### src/rtl/wait_fare_counter.sv
// wait_fare_counter: waiting-time fare divider for the taxi meter.
// Counts minute strobes while the cab waits with a passenger. The first
// FREE_MIN minutes are free. After that it emits one wait_fare_pulse per
// billed unit, using separate day and night unit lengths.
// Ports:
//   sys_clk, rst_n   clock; synchronous active-low reset
//   min_pulse        one-cycle strobe per elapsed minute
//   waiting          qualifies min_pulse (cab stopped with passenger)
//   night_mode       selects NIGHT_WAIT_COUNT instead of WAIT_COUNT
//   clear            trip end / new trip, restarts from IDLE
//   wait_fare_pulse  one-cycle pulse per billed unit
//   wait_min         counted minutes this trip (saturating)
//   wait_units       billed units this trip (saturating)
//   free_done        high while billing is active (state BILL)
module wait_fare_counter #(
  parameter int unsigned CNT_W            = 8,
  parameter int unsigned FREE_MIN         = 2,
  parameter int unsigned WAIT_COUNT       = 5,
  parameter int unsigned NIGHT_WAIT_COUNT = 3
) (
  input  logic             sys_clk,
  input  logic             rst_n,
  input  logic             min_pulse,
  input  logic             waiting,
  input  logic             night_mode,
  input  logic             clear,
  output logic             wait_fare_pulse,
  output logic [CNT_W-1:0] wait_min,
  output logic [CNT_W-1:0] wait_units,
  output logic             free_done
);

  localparam int unsigned     DIV_W     = 8;
  localparam logic [DIV_W:0]  DAY_P     = (DIV_W+1)'(WAIT_COUNT);
  localparam logic [DIV_W:0]  NIGHT_P   = (DIV_W+1)'(NIGHT_WAIT_COUNT);
  localparam logic [DIV_W-1:0] FREE_LIM = DIV_W'(FREE_MIN);
  localparam bit              FREE_NONE = (FREE_MIN == 0);
  localparam logic [CNT_W-1:0] CNT_MAX  = '1;

  typedef enum logic [1:0] {
    IDLE = 2'd0,
    FREE = 2'd1,
    BILL = 2'd2
  } state_t;

  state_t           state_q, state_d;
  logic [DIV_W-1:0] free_cnt_q, free_cnt_d;
  logic [DIV_W-1:0] div_cnt_q, div_cnt_d;
  logic [CNT_W-1:0] wait_min_d, wait_units_d;
  logic             pulse_d;
  logic             free_done_d;
  logic             counted;
  logic             bill_minute;
  logic [DIV_W:0]   period;
  logic [DIV_W-1:0] free_next;

  assign counted   = min_pulse & waiting;
  assign period    = night_mode ? NIGHT_P : DAY_P;
  assign free_next = free_cnt_q + DIV_W'(1);

  // State register and all registered outputs.
  always_ff @(posedge sys_clk) begin
    if (!rst_n) begin
      state_q         <= IDLE;
      free_cnt_q      <= '0;
      div_cnt_q       <= '0;
      wait_min        <= '0;
      wait_units      <= '0;
      wait_fare_pulse <= 1'b0;
      free_done       <= 1'b0;
    end else begin
      state_q         <= state_d;
      free_cnt_q      <= free_cnt_d;
      div_cnt_q       <= div_cnt_d;
      wait_min        <= wait_min_d;
      wait_units      <= wait_units_d;
      wait_fare_pulse <= pulse_d;
      free_done       <= free_done_d;
    end
  end

  // Next-state and next-output logic: clear beats a counted minute.
  always_comb begin
    state_d      = state_q;
    free_cnt_d   = free_cnt_q;
    div_cnt_d    = div_cnt_q;
    wait_min_d   = wait_min;
    wait_units_d = wait_units;
    pulse_d      = 1'b0;
    bill_minute  = 1'b0;

    if (clear) begin
      state_d      = IDLE;
      free_cnt_d   = '0;
      div_cnt_d    = '0;
      wait_min_d   = '0;
      wait_units_d = '0;
    end else if (counted) begin
      if (wait_min != CNT_MAX) begin
        wait_min_d = wait_min + CNT_W'(1);
      end
      case (state_q)
        IDLE, FREE: begin
          if (FREE_NONE) begin
            // No free minutes: this minute already bills.
            bill_minute = 1'b1;
            state_d     = BILL;
          end else if (free_cnt_q < FREE_LIM) begin
            free_cnt_d = free_next;
            state_d    = (free_next == FREE_LIM) ? BILL : FREE;
          end else begin
            state_d = BILL;
          end
        end
        BILL:    bill_minute = 1'b1;
        default: state_d = IDLE;
      endcase

      // div_cnt survives a mode change; >= closes an overshot unit at once.
      if (bill_minute) begin
        if ({1'b0, div_cnt_q} + (DIV_W+1)'(1) >= period) begin
          div_cnt_d = '0;
          pulse_d   = 1'b1;
          if (wait_units != CNT_MAX) begin
            wait_units_d = wait_units + CNT_W'(1);
          end
        end else begin
          div_cnt_d = div_cnt_q + DIV_W'(1);
        end
      end
    end

    free_done_d = (state_d == BILL);
  end

endmodule

### config.mk
export PLATFORM = sky130hd
export DESIGN_NAME = wait_fare_counter
export DESIGN_NICKNAME = d
export VERILOG_FILES = /design/src/rtl/wait_fare_counter.sv
export SDC_FILE = /design/constraint.sdc
export NUM_CORES = 1
export LEC_CHECK = 0
export ABC_CLOCK_PERIOD_IN_PS = 2250
export BUFFER_PORTS_ARGS = -buffer_cell sky130_fd_sc_hd__buf_4
export CAP_MARGIN = 0
export CORE_MARGIN = 1
export CORE_UTILIZATION = 50
export CTS_CLUSTER_SIZE = 28
export DETAILED_ROUTE_END_ITERATION = 10
export HOLD_SLACK_MARGIN = 0.03
export PLACE_DENSITY_LB_ADDON = 0.3
export SLEW_MARGIN = 20
export SYNTH_ARGS = -nofsm -noshare
export SYNTH_HDL_FRONTEND = slang
export SYNTH_SLANG_ARGS = --single-unit
### constraint.sdc
create_clock -name sys_clk -period 2.25 [get_ports sys_clk]
set_input_delay 0.45 -clock sys_clk [delete_from_list [all_inputs] [get_ports sys_clk]]
set_output_delay 0.45 -clock sys_clk [all_outputs]
set_load 0.05 [all_outputs]
==> impl_metrics.json <==
{
  "cp_slowest_cell": "or4_1",
  "fin_cells": 270,
  "synth_cells": 196,
  "hold_buffers": 0,
  "clock_sinks": 36,
  "ys_warn_count": 0,
  "path_class": "reg -> reg",
  "vias_per_cell": 5.68,
  "period_minus_slack_ns": 2.20,
  "p_sw_mw": 0.233,
  "core_area_um2": 3150,
  "cts.clk_slew.worst_paths_ns": 0.11,
  "rr_worst_depth": 8,
  "cap_violations": 0,
  "finalHoldViolCount": 0,
  "dr.pass1.iters": 4,
  "p_int_mw": 0.780,
  "area_growth_syn_to_layout_pct": 19.3,
  "synth_top_area_frac": 0.423,
  "pre_cts_slack_ns": -0.0114,
  "die_area_um2": 3640,
  "combPwrFrac": 0.061,
  "vias": 1533,
  "port_buffers": 23,
  "min_from": "clear",
  "antenna_cells": 0,
  "max_clock_freq_ghz": 0.454,
  "grt_overflow": 0,
  "cp_num_buf_inv": 1,
  "cts_tree": "done",
  "cts_root_buffer": "clkbuf_4",
  "worstSetupStartpointType": "register",
  "end_kind": "register",
  "crit_fanout": 14,
  "fillerInstances": 299,
  "min-delay-path-class": "in -> reg",
  "dp_hpwl_um": 2720,
  "drt_iter0_drc": 67,
  "avgSynthCellArea_um2": 8.69,
  "power_frac_seq": 0.634,
  "crit_start": "div_cnt_q[1]",
  "final_cell_area_um2": 2030,
  "power_density_nw_per_um2": 499,
  "drc": 0,
  "numCtsBuffers": 5,
  "hold_depth": 3,
  "ios": 24,
  "die_h_um": 60.4,
  "yosys.area.top_type": "dfxtp_1",
  "die_x_um": 60.4,
  "path_cells": "ha_2, ha_1, nor2b_2, o21ai_2, and3_4, buf_12, or4_1, a21oi_2",
  "synth.distinct_cells": 39,
  "syn_area_um2": 1700,
  "arrival_ns": 2.47,
  "min_to": "free_done",
  "grt_max_degree": 17,
  "dp.cells": 263,
  "setup_viol_count_final": 0,
  "worstPathRequired_ns": 2.52,
  "drtAntennaViolNets": 0,
  "status": "finished, final reports clean",
  "track_usage": 0.221,
  "clk_latency_ns": 0.33,
  "htreeDepth": 2,
  "leakage_nw": 0.777,
  "clock-skew-final_ns": 0.0108,
  "layout-drive-gt1-share": 0.212,
  "final_common_cell": "dfxtp_1",
  "ys_seq_elements": 36,
  "slew_headroom": 0.395,
  "slowest_delay_ns": 0.53,
  "synth_edf_count": 0,
  "routed_wl_um": 3660,
  "synth.area.top_cells": "dfxtp_1 42%, ha_1 5.1%, a21oi_1 4.1%, nand2_1 4.0%, and3_1 3.3%",
  "period_share": 0.979,
  "worst_pin_slew_ns": 0.900,
  "post_cts_buffers": 0,
  "antenna_found_initial": 0,
  "synthArstFlopShare": 0,
  "report.final.slew_viol_count": 0,
  "reg2reg_from": "div_cnt_q[1]",
  "grt_pass1_vias": 1383,
  "cpLargestDelayFamily": "simple AND/OR/NAND/NOR gates",
  "place_area_um2": 1960,
  "clock_path_buffers": 2,
  "most-common-layout-cells": "34 x dfxtp_1, 29 x buf_4, 18 x nand2_1",
  "p_sw_frac": 0.230,
  "rows": 20,
  "final.setup.worst_slack_ns": 0.0465,
  "grt_first_pass_wirelength_um": 5950,
  "initial_core_util": 0.540,
  "rrSetupSlack_ns": 0.05,
  "routabilityCongestion": 0.838,
  "synthesis.nets": 209,
  "peakVddDrop_mv": 0.392,
  "yosysSeqAreaShare": 0.423,
  "clkPwrFrac": 0.306,
  "rr_endpoint": "wait_units[2]",
  "synthFlopType": "dfxtp_1",
  "routedWlPerCell_um": 13.5,
  "layout.nets": 239
}
==> area by class of cell <==
type | count | area [um2] | area share
clock inverter | 1 | 5.00 | 0.00246
inverter | 5 | 18.8 | 0.00924
tap | 44 | 55.1 | 0.0271
sequential | 36 | 723 | 0.356
timing repair buffer | 30 | 238 | 0.117
clock buffer | 6 | 41.3 | 0.0203
multi-input combinational | 148 | 951 | 0.468
==> cell families (layout without fill, tap and decap cells) <==
kind of cell / after synthesis / count (layout) / share of synthesized area
flip-flops: 36 / 36 / 0.423
XOR/XNOR: 10 / 10 / 0.0514
buffers and inverters: 12 / 42 / 0.0323
adder cells (fa/ha/maj): 7 / 7 / 0.0514
AO/OA/AOI/OAI: 37 / 37 / 0.135
multiplexers: 1 / 1 / 0.00588
AND/OR/NAND/NOR: 93 / 93 / 0.301
==> worst max-delay path by stage <==
stage | end | depth (start not counted)
3_3_place_gp | wait_units[5] | 8
5_1_grt | wait_units[2] | 8
2_1_floorplan | wait_units[4] | 9
4_1_cts | wait_units[7] | 8
3_5_place_dp | wait_units[7] | 8
6_report | wait_units[2] | 8
==> Yosys cell counts, types with 2 or more instances <==
master	count
inv_1	5
xnor2_1	5
buf_2	2
nand2b_1	2
nand4_1	5
nor2_1	15
nand3_1	7
and3_1	9
clkbuf_1	4
dfxtp_1	36
nor4_1	3
xor2_1	5
o21ai_0	6
or4_1	5
ha_1	7
a21oi_1	14
nor3b_1	3
and2_1	6
a31oi_1	4
nand2_1	18
nor2b_1	3
o31ai_1	5
or3_1	3
nor3_1	9
==> what timing repair did <==
action | in CTS | in global routing
endpoints found under the setup margin | 3 | 10
pin swaps | 1 | 3
gates resized for setup | 1 | 9
==> flip-flops by register name, summed over array words and instances, names as in the netlist <==
name	cells
div_cnt_q	8
wait_fare_pulse	1
free_cnt_q	8
wait_min	8
state_q	2
wait_units	8
free_done	1
==> power by group through the flow <==
stage | clock (mW) | combinational [mW] | sequential (mW)
3_3_place_gp | 0 | 0.0561 | 0.657
6_report | 0.310 | 0.0614 | 0.642
5_1_grt | 0.357 | 0.0669 | 0.643
3_5_place_dp | 0 | 0.0585 | 0.657
2_1_floorplan | 0 | 0.0314 | 0.660
4_1_cts | 0.320 | 0.0589 | 0.642
==> per-stage QoR <==
| stage | power (mW) | util | hold slack (ns) | setup TNS (ns) |
|---|---|---|---|---|
| floorplan | 0.691 | - | 0.444 | 0 |
| global placement | 0.713 | 0.621 | 0.461 | 0 |
| detailed placement | 0.715 | 0.621 | 0.462 | -0.0153 |
| CTS | 1.02 | 0.636 | 0.473 | 0 |
| global route | 1.07 | 0.644 | 0.488 | -0.0247 |
| finish | 1.01 | 0.644 | 0.480 | 0 |
==> worst min-delay path, cell delays in order <==
cell	delay, ns
buf_4	0.09
o21ai_0	0.07
a31oi_1	0.15
==> metal layers <==
layer  vias to the layer above  wire [um]  track usage
li1                        775          -            -
met1                       719       1620        0.258
met2                        37       1810        0.386
met3                         2        207       0.0746
met4                         0         16       0.0598
met5                         -          0            0
Note: power is estimated with default switching activity, not from simulation.
